**config.mk**
```make
export PLATFORM = sky130hd
export DESIGN_NAME = fib_arbiter
export DESIGN_NICKNAME = d
export VERILOG_FILES = /design/src/rtl/fib_arb_pkg.sv /design/src/rtl/rr_pick.sv /design/src/rtl/fib_arbiter.sv
export SDC_FILE = /design/constraint.sdc
export NUM_CORES = 1
export LEC_CHECK = 0
export ABC_AREA = 0
export CORE_MARGIN = 2
export CORE_UTILIZATION = 46
export CTS_CLUSTER_SIZE = 40
export DETAILED_ROUTE_END_ITERATION = 6
export GPL_ROUTABILITY_DRIVEN = 0
export GPL_TIMING_DRIVEN = 0
export PLACE_DENSITY = 0.83
export REMOVE_ABC_BUFFERS = 1
export SLEW_MARGIN = 20
export SYNTH_ARGS = -nofsm -noshare
export SYNTH_HDL_FRONTEND = slang
export SYNTH_HIERARCHICAL = 1
export SYNTH_SLANG_ARGS = --single-unit
```
**constraint.sdc**
```tcl
create_clock -name clk -period 6.8 [get_ports clk]
set_input_delay 1.02 -clock clk [delete_from_list [all_inputs] [get_ports clk]]
set_output_delay 1.02 -clock clk [all_outputs]
set_load 0.1 [all_outputs]
```
**src/rtl/fib_arb_pkg.sv**
```systemverilog
// Shared definitions for the fib_arbiter block.
//   state_t     : arbiter FSM states
//   FIB_OP_W    : operand width of the shared fib unit
//   FIB_RES_W   : result width of the shared fib unit
//   FIB_MAX_OP  : largest operand whose Fibonacci number fits FIB_RES_W
package fib_arb_pkg;

    typedef enum logic [1:0] {
        IDLE  = 2'd0,
        ISSUE = 2'd1,
        WAIT  = 2'd2,
        RESP  = 2'd3
    } state_t;

    localparam int FIB_OP_W   = 8;
    localparam int FIB_RES_W  = 32;
    // fib(47) = 2971215073 is the last value below 2^32.
    localparam int FIB_MAX_OP = 47;

endpackage

```
**src/rtl/rr_pick.sv**
```systemverilog
// Combinational rotating-priority picker.
//   req    : request vector, one bit per requester
//   ptr    : index of the highest-priority requester this round
//   any    : at least one request is set
//   idx    : index of the winner (0 when any is low)
//   onehot : one-hot winner vector (0 when any is low)
module rr_pick #(
    parameter int N     = 4,
    parameter int IDX_W = $clog2(N)
) (
    input  logic [N-1:0]     req,
    input  logic [IDX_W-1:0] ptr,
    output logic             any,
    output logic [IDX_W-1:0] idx,
    output logic [N-1:0]     onehot
);

    logic [IDX_W-1:0] pos;

    // Walk the requesters starting at ptr and wrapping modulo N;
    // the first set bit wins.
    always_comb begin
        any    = 1'b0;
        idx    = '0;
        onehot = '0;
        pos    = '0;
        for (int k = 0; k < N; k++) begin
            pos = IDX_W'((int'(ptr) + k) % N);
            if (!any && req[pos]) begin
                any         = 1'b1;
                idx         = pos;
                onehot[pos] = 1'b1;
            end
        end
    end

endmodule

```
**src/rtl/fib_arbiter.sv**
```systemverilog
// Round-robin arbiter sharing one fib unit between N_REQ requesters.
// One transaction is in flight at a time; operands above MAX_OP are
// answered locally with an error response and never reach the fib unit.
//   clk, rst     : clock, asynchronous active-high reset
//   req_vld/rdy  : per-requester request handshake, req_op packed operands
//   rsp_vld/rdy  : per-requester response handshake
//   rsp_data/err : shared response payload and overflow flag
//   fib_*        : request/result handshakes towards the fib unit
//   busy         : high whenever the FSM is not IDLE
//   grant_id     : owner of the current or most recent transaction
module fib_arbiter
    import fib_arb_pkg::*;
#(
    parameter int N_REQ  = 4,
    parameter int OP_W   = FIB_OP_W,
    parameter int RES_W  = FIB_RES_W,
    parameter int MAX_OP = FIB_MAX_OP
) (
    input  logic                       clk,
    input  logic                       rst,
    input  logic [N_REQ-1:0]           req_vld,
    output logic [N_REQ-1:0]           req_rdy,
    input  logic [N_REQ*OP_W-1:0]      req_op,
    output logic [N_REQ-1:0]           rsp_vld,
    input  logic [N_REQ-1:0]           rsp_rdy,
    output logic [RES_W-1:0]           rsp_data,
    output logic                       rsp_err,
    output logic [OP_W-1:0]            fib_in,
    output logic                       fib_vld_in,
    input  logic                       fib_rdy_in,
    input  logic [RES_W-1:0]           fib_out,
    input  logic                       fib_vld_out,
    output logic                       fib_rdy_out,
    output logic                       busy,
    output logic [$clog2(N_REQ)-1:0]   grant_id
);

    localparam int ID_W = $clog2(N_REQ);

    state_t            state;
    logic [ID_W-1:0]   rr_ptr;
    logic [ID_W-1:0]   owner;
    logic [OP_W-1:0]   op_reg;
    logic [RES_W-1:0]  result;
    logic              err;

    logic              pick_any;
    logic [ID_W-1:0]   pick_idx;
    logic [N_REQ-1:0]  pick_oh;
    logic [OP_W-1:0]   pick_op;

    function automatic logic [ID_W-1:0] next_ptr(input logic [ID_W-1:0] cur);
        if (cur == ID_W'(N_REQ - 1)) begin
            return '0;
        end
        return cur + 1'b1;
    endfunction

    rr_pick #(
        .N     (N_REQ),
        .IDX_W (ID_W)
    ) u_pick (
        .req    (req_vld),
        .ptr    (rr_ptr),
        .any    (pick_any),
        .idx    (pick_idx),
        .onehot (pick_oh)
    );

    always_comb begin
        pick_op = '0;
        for (int i = 0; i < N_REQ; i++) begin
            if (pick_idx == ID_W'(i)) begin
                pick_op = req_op[i*OP_W +: OP_W];
            end
        end
    end

    always_ff @(posedge clk or posedge rst) begin
        if (rst) begin
            state  <= IDLE;
            rr_ptr <= '0;
            owner  <= '0;
            op_reg <= '0;
            result <= '0;
            err    <= 1'b0;
        end else begin
            case (state)
                IDLE: begin
                    if (pick_any) begin
                        owner  <= pick_idx;
                        op_reg <= pick_op;
                        // Overflowing operands are answered immediately.
                        if (pick_op > OP_W'(MAX_OP)) begin
                            result <= '0;
                            err    <= 1'b1;
                            state  <= RESP;
                        end else begin
                            state  <= ISSUE;
                        end
                    end
                end
                ISSUE: begin
                    if (fib_rdy_in) begin
                        state <= WAIT;
                    end
                end
                WAIT: begin
                    if (fib_vld_out) begin
                        result <= fib_out;
                        err    <= 1'b0;
                        state  <= RESP;
                    end
                end
                RESP: begin
                    // Only the owner's ready completes the response.
                    if (rsp_rdy[owner]) begin
                        rr_ptr <= next_ptr(owner);
                        state  <= IDLE;
                    end
                end
                default: state <= IDLE;
            endcase
        end
    end

    // req_rdy is combinational so the handshake completes in the accept
    // cycle; it is forced low while reset is asserted.
    assign req_rdy     = (state == IDLE && !rst) ? pick_oh : '0;
    assign fib_vld_in  = (state == ISSUE);
    assign fib_in      = (state == ISSUE) ? op_reg : '0;
    assign fib_rdy_out = (state == WAIT);
    assign rsp_vld     = (state == RESP) ? (N_REQ'(1) << owner) : '0;
    assign rsp_data    = result;
    assign rsp_err     = err;
    assign busy        = (state != IDLE);
    assign grant_id    = owner;

endmodule
```
==> results of run 1 <==
## cells in the final DEF (no fill, tap or decap), types with 5 or more instances in the layout
cell type and instances:
clkbuf_8 5, and2_1 12, a22oi_1 8, o21a_1 17, ha_1 13, and3_1 5, a22o_1 16, inv_1 29
nand3_1 32, mux4_2 10, clkdlybuf4s50_1 129, dfrtp_1 47, o221ai_1 18, o21ai_0 5, nand2_1 5, mux2_2 13
## final cells by class
class	instances	area share, %
Clock buffer	5	1.54
Sequential cell	47	26.4
Tap cell	77	2.16
Inverter	30	2.53
Clock inverter	3	1.04
Multi-Input combinational cell	184	36.9
Timing Repair Buffer	130	29.4
## worst max path at each step
stage                     startpoint          end  slack, ns  cells after the start
final                     req_vld[2]   req_rdy[2]       1.53                      7
after global routing      req_vld[2]   req_rdy[3]       1.31                      7
after CTS                 req_vld[2]   req_rdy[3]       1.52                      7
after detailed placement  req_vld[2]  rsp_data[3]       1.49                      7
after global placement    req_vld[2]  rsp_data[3]       0.58                      7
after floorplan           req_vld[2]  rsp_data[0]       1.90                      6
## worst max-delay path: stages
cell	delay, ns
clkdlybuf4s50_1	0.46
mux4_1	0.78
nor4b_4	0.47
a22oi_1	0.12
o21ai_0	0.10
and3_1	0.17
clkdlybuf4s50_1	1.13
## Yosys cell counts, types with 2 or more instances
master / count / area (µm²)
a21oi_1: 2 / 10.0
a22o_1: 16 / 140
a22oi_1: 8 / 60.1
and2_1: 12 / 75.1
and3_1: 5 / 31.3
buf_1: 4 / 15.0
buf_6: 4 / 45.0
clkbuf_1: 13 / 48.8
dfrtp_1: 47 / 1180
ha_1: 14 / 175
inv_1: 30 / 113
mux2_2: 13 / 146
mux2i_1: 4 / 40.0
mux4_1: 3 / 78.8
mux4_2: 10 / 225
nand2_1: 5 / 18.8
nand3_1: 32 / 160
nor2_1: 4 / 15.0
o21a_1: 17 / 128
o21ai_0: 5 / 25.0
o221ai_1: 18 / 158
o31ai_1: 2 / 15.0
## stage by stage
stage          instance area, µm²  utilization [%]  hold WS, ns  std cells  setup WS (ns)
2_1_floorplan                2920                -        0.471        261           1.90
4_1_cts                      4460             70.2        0.506        476           1.52
6_report                     4460             70.2        0.503        476           1.53
3_3_place_gp                 4310             67.8        0.479        467          0.579
3_5_place_dp                 4340             68.4        0.480        468           1.49
5_1_grt                      4460             70.2        0.527        476           1.31
## layer usage
metal	GRT usage, %	up-vias
met4	7.07	0
met1	29.3	1346
met2	38.2	99
li1	-	1294
met5	0	-
met3	2.82	19
## cell families (layout without fill, tap and decap cells)
logic type	Yosys count	after routing
AOI/OAI and AO/OA	75	75
and+or+nand+nor	65	65
adders and majority gates	14	14
DFF	47	47
buffers and inverters	52	168
muxes	30	30
==> results.yml, run 1 <==
yosys:
  synth-simple-area-share_pct: 12.0
  synth_top_family_by_area: "compound AO/OA/AOI/OAI gates"
  synth-edff-count: 0
  synth_mux_area_share_pct: 16.2
  yosysSeqAreaShare_pct: 38.8
  synth_xor_area_share_pct: 0
  synth_compound_area_share_pct: 19.8
  synth_seq_cells: 47
  postSynthAreaPerCell_um2: 10.7
  synth.cell_area_um2: 3030
  synth_fa_ha_area_share_pct: 5.78
  synth.distinct_cells: 37
  syn_inst: 283
  synth_flop_cell: "dfrtp_1"
  async_flop_share_pct: 100
  ys_warn_count: 6
detailed_routing:
  routed_via_density: 5.79
  wl_met3_um: 379
  ant_nets: 0
  drc: 0
  dr_wl_met2_mm: 4.22
  firstDrtPassIters: 4
  vias: 2758
  wl_per_cell_um: 16.8
  drt-initial-drc-count: 185
  highest_layer: "met4"
  wl_mm: 8.01
  drt-met1-wl_mm: 3.24
finish:
  antenna_cells_inserted: 0
  multi_input_area_um2: 1650
  regArea_um2: 1180
  drive_gt1_share_pct: 9.52
  largest_reg_flops: 32
  fin_nets: 488
  nFillCells: 480
  area_growth_pct: 47.0
critical_path:
  required_ns: 5.78
  arrival_ns: 4.25
  rr_worst_depth: 10
  endpoint_kind: "primary output"
  critical_path_class: "input port to primary output"
  path_max_fanout: 13
  regToRegStartpoint: "rr_ptr[0]"
  start_kind: "input port"
  r2r_setup_slack_ns: 2.16
  reg2reg_to: "rsp_data[3]"
clock_tree:
  path_clk_slew_ns: 0.09
  ctsHoldBuffers: 0
  cts_buffers: 5
  worst_skew_pair.late_latency_ns: 0.30
  clockBufferDepth: 2
  cts_setup_buffers: 0
  ctsResizeCount: 0
  tritoncts: "done"
  htreeDepth: 2
  cts_root_buf: "clkbuf_8"
  cts_sinks: 47
status:
  outcome: "complete, no violations"
global_routing:
  grt_usage_pct: 22.2
  grt_pass1_wl_mm: 13.1
  first_global_vias: 2737
  antenna_found_initial: 0
  grt_max_degree: 40
  grt-ovfl-total: 0
placement:
  io_buffers: 129
  dp_hpwl_mm: 5.99
timing:
  finalCritPeriodShare_pct: 77.5
  min_period_ns: 5.27
  tightestPinTransition_ns: 1.01
  clock_skew_ns: 0.0109
  tns_ns: 0
  setup_violations: 0
  hold_viol_final: 0
  fmax_mhz: 190
  rsz0062_at_grt: "no"
  maxSlewHeadroom_pct: 32.3
  maxSlewViolCount: 0
floorplanning:
  num_io_pins: 130
  rows: 29
  start_util_pct: 47.8
  die_y_um: 85.2
  die_area_um2: 7260
  fp.dieW_um: 85.2
  core_um2: 6350
worst_hold_path:
  min-delay-start: "op_reg[3]"
  hold_class: "flip-flop to flip-flop"
  holdPathStages: 1
  hold-path-endpoint: "op_reg[3]"
run:
  drv_cap: 0
Power of run 1 is not shown: default switching activity piles up to over one toggle a cycle in this logic, so the estimate is an artifact.
==> inputs of run 2 (changes only) <==
--- a/config.mk
+++ b/config.mk
@@ -7,12 +7,12 @@
 export LEC_CHECK = 0
 export ABC_AREA = 0
 export CORE_MARGIN = 2
-export CORE_UTILIZATION = 46
+export CORE_UTILIZATION = 39
 export CTS_CLUSTER_SIZE = 40
 export DETAILED_ROUTE_END_ITERATION = 6
 export GPL_ROUTABILITY_DRIVEN = 0
 export GPL_TIMING_DRIVEN = 0
-export PLACE_DENSITY = 0.83
+export PLACE_DENSITY = 0.75
 export REMOVE_ABC_BUFFERS = 1
 export SLEW_MARGIN = 20
 export SYNTH_ARGS = -nofsm -noshare
==> constraint.sdc (replaced) <==
create_clock -name clk -period 4.84 [get_ports clk]
set_input_delay 0.726 -clock clk [delete_from_list [all_inputs] [get_ports clk]]
set_output_delay 0.726 -clock clk [all_outputs]
set_load 0.1 [all_outputs]
==> results.yml, run 2 (same netlist as run 1, synthesis figures left out) <==
critical_path:
  reg2reg_to: "rsp_data[8]"
  critical_path_class: "flip-flop to flip-flop"
  cp_common_cell: "mux4_2"
  cp.depth: 9
  path_delay_family: "compound AO/OA/AOI/OAI gates"
  required_ns: 5.04
  r2r_setup_slack_ns: 0.32
  slowest_delay_ns: 0.73
  rr_worst_depth: 9
  crit_slowest_cell: "dfrtp_1"
  crit_chain: "inv_1 > ha_1 > mux4_2 > o311ai_0 > a32o_1 > mux4_2 > a211o_2 > a41o_1 > a22o_1"
  regToRegStartpoint: "rr_ptr[0]"
  path_max_fanout: 22
  crit_path_start: "rr_ptr[0]"
  endpoint_kind: "flip-flop"
  worstSetupEndpoint: "rsp_data[8]"
  arrival_ns: 4.72
  crit_buf_inv: 1
  start_kind: "flip-flop"
detailed_routing:
  firstDrtPassIters: 4
  vias: 2750
  drt-initial-drc-count: 64
  wl_per_cell_um: 16.3
  ant_nets: 0
  routed_via_density: 5.49
  drc: 0
  wl_mm: 8.19
finish:
  fin_nets: 488
  drive_gt1_share_pct: 9.77
  area_growth_pct: 48.8
  layout_common_cells: "125 x clkdlybuf4s50_1, 47 x dfrtp_1, 32 x nand3_1, 29 x inv_1, 18 x o221ai_1"
  largest_reg_flops: 32
  antenna_cells_inserted: 0
  final_common_cell: "clkdlybuf4s50_1"
timing:
  tightestPinTransition_ns: 1.01
  tns_ns: 0
  setup_violations: 0
  maxSlewHeadroom_pct: 32.5
  rsz0062_at_grt: "no"
  hold_viol_final: 0
  min_period_ns: 4.52
  maxSlewViolCount: 0
  finalCritPeriodShare_pct: 93.4
  clock_skew_ns: 0.00562
  fmax_mhz: 221
placement:
  io_buffers: 129
  dp_hpwl_mm: 5.91
global_routing:
  grt_usage_pct: 19.3
  antenna_found_initial: 0
  grt_pass1_wl_mm: 13.2
  met2_usage_pct: 34.7
  globalRouteMet3Util_pct: 3.94
  grt_max_degree: 40
  grt-ovfl-total: 0
  first_global_vias: 2775
  grt-busiest-layer: "met2"
  grtUsageMet1_pct: 23.8
worst_hold_path:
  holdPathStages: 1
  hold_class: "flip-flop to flip-flop"
clock_tree:
  clockBufferDepth: 2
  tritoncts: "done"
  cts_root_buf: "clkbuf_8"
  cts_buffers: 5
  worst_skew_pair.late_latency_ns: 0.31
  path_clk_slew_ns: 0.09
  htreeDepth: 2
  cts_sinks: 47
floorplanning:
  fp.dieW_um: 92.2
  die_y_um: 92.2
  start_util_pct: 39.7
  core_um2: 7650
  rows: 32
  die_area_um2: 8500
  num_io_pins: 130
run:
  drv_cap: 0
status:
  outcome: "complete, no violations"
run 2: changes by cell type in the layout (fill, tap and decap cells not counted), sizes merged:
cell	previous run	this run
dlymetal6s2s	0	4
clkdlybuf4s50	129	125
clkinvlp	1	0
clkbuf	5	6
run 2: through the flow:
stage | worst slack, ns | hold slack (ns) | instance area (µm²) | instances | util [%]
6_report | 0.319 | 0.504 | 4510 | 501 | 59.0
5_1_grt | 0.0608 | 0.519 | 4510 | 501 | 59.0
4_1_cts | 0.113 | 0.508 | 4490 | 501 | 58.8
3_5_place_dp | -0.216 | 0.485 | 4370 | 493 | 57.2
3_3_place_gp | -1.09 | 0.480 | 4340 | 492 | 56.7
2_1_floorplan | 0.230 | 0.471 | 2920 | 261 | -
run 2: repair_timing:
item | in CTS | in global routing
hold buffers | 0 | 0
setup buffers | 0 | 0
setup endpoints to repair | 0 | 36
gates resized for setup | 0 | 6
run 2: final cells by class:
type                    count  area (µm²)
fillers                   646        3130
multi-input cells         184        1660
flip-flops and latches     47        1180
clock buffers               6        82.6
well taps                 102         128
repair buffers            130        1320
clock inverters             2        38.8
inverters                  30         113
run 2: worst reg2reg max path, cell delays in order (launching register included):
cell and delay (ns):
dfrtp_1 0.73, inv_1 0.15, ha_1 0.39, mux4_2 0.45
o311ai_0 0.43, a32o_1 0.49, mux4_2 0.39, a211o_2 0.54
a41o_1 0.52, a22o_1 0.33
run 2: metal layers:
layer / vias to the layer above / share of wire, %
met5: - / 0
met4: 0 / 0.83
met3: 7 / 5.6
met2: 92 / 52
met1: 1362 / 42
li1: 1289 / -
run 2: worst min path at each step:
stage	end	from	slack (ns)
after floorplan	op_reg[7]	op_reg[7]	0.47
after global placement	op_reg[5]	op_reg[5]	0.48
after detailed placement	rsp_data[14]	rsp_data[14]	0.48
after CTS	rsp_data[1]	rsp_data[1]	0.51
after global routing	rsp_data[1]	rsp_data[1]	0.52
final	rsp_data[11]	rsp_data[11]	0.50
Power of run 2 is left out for the same reason.
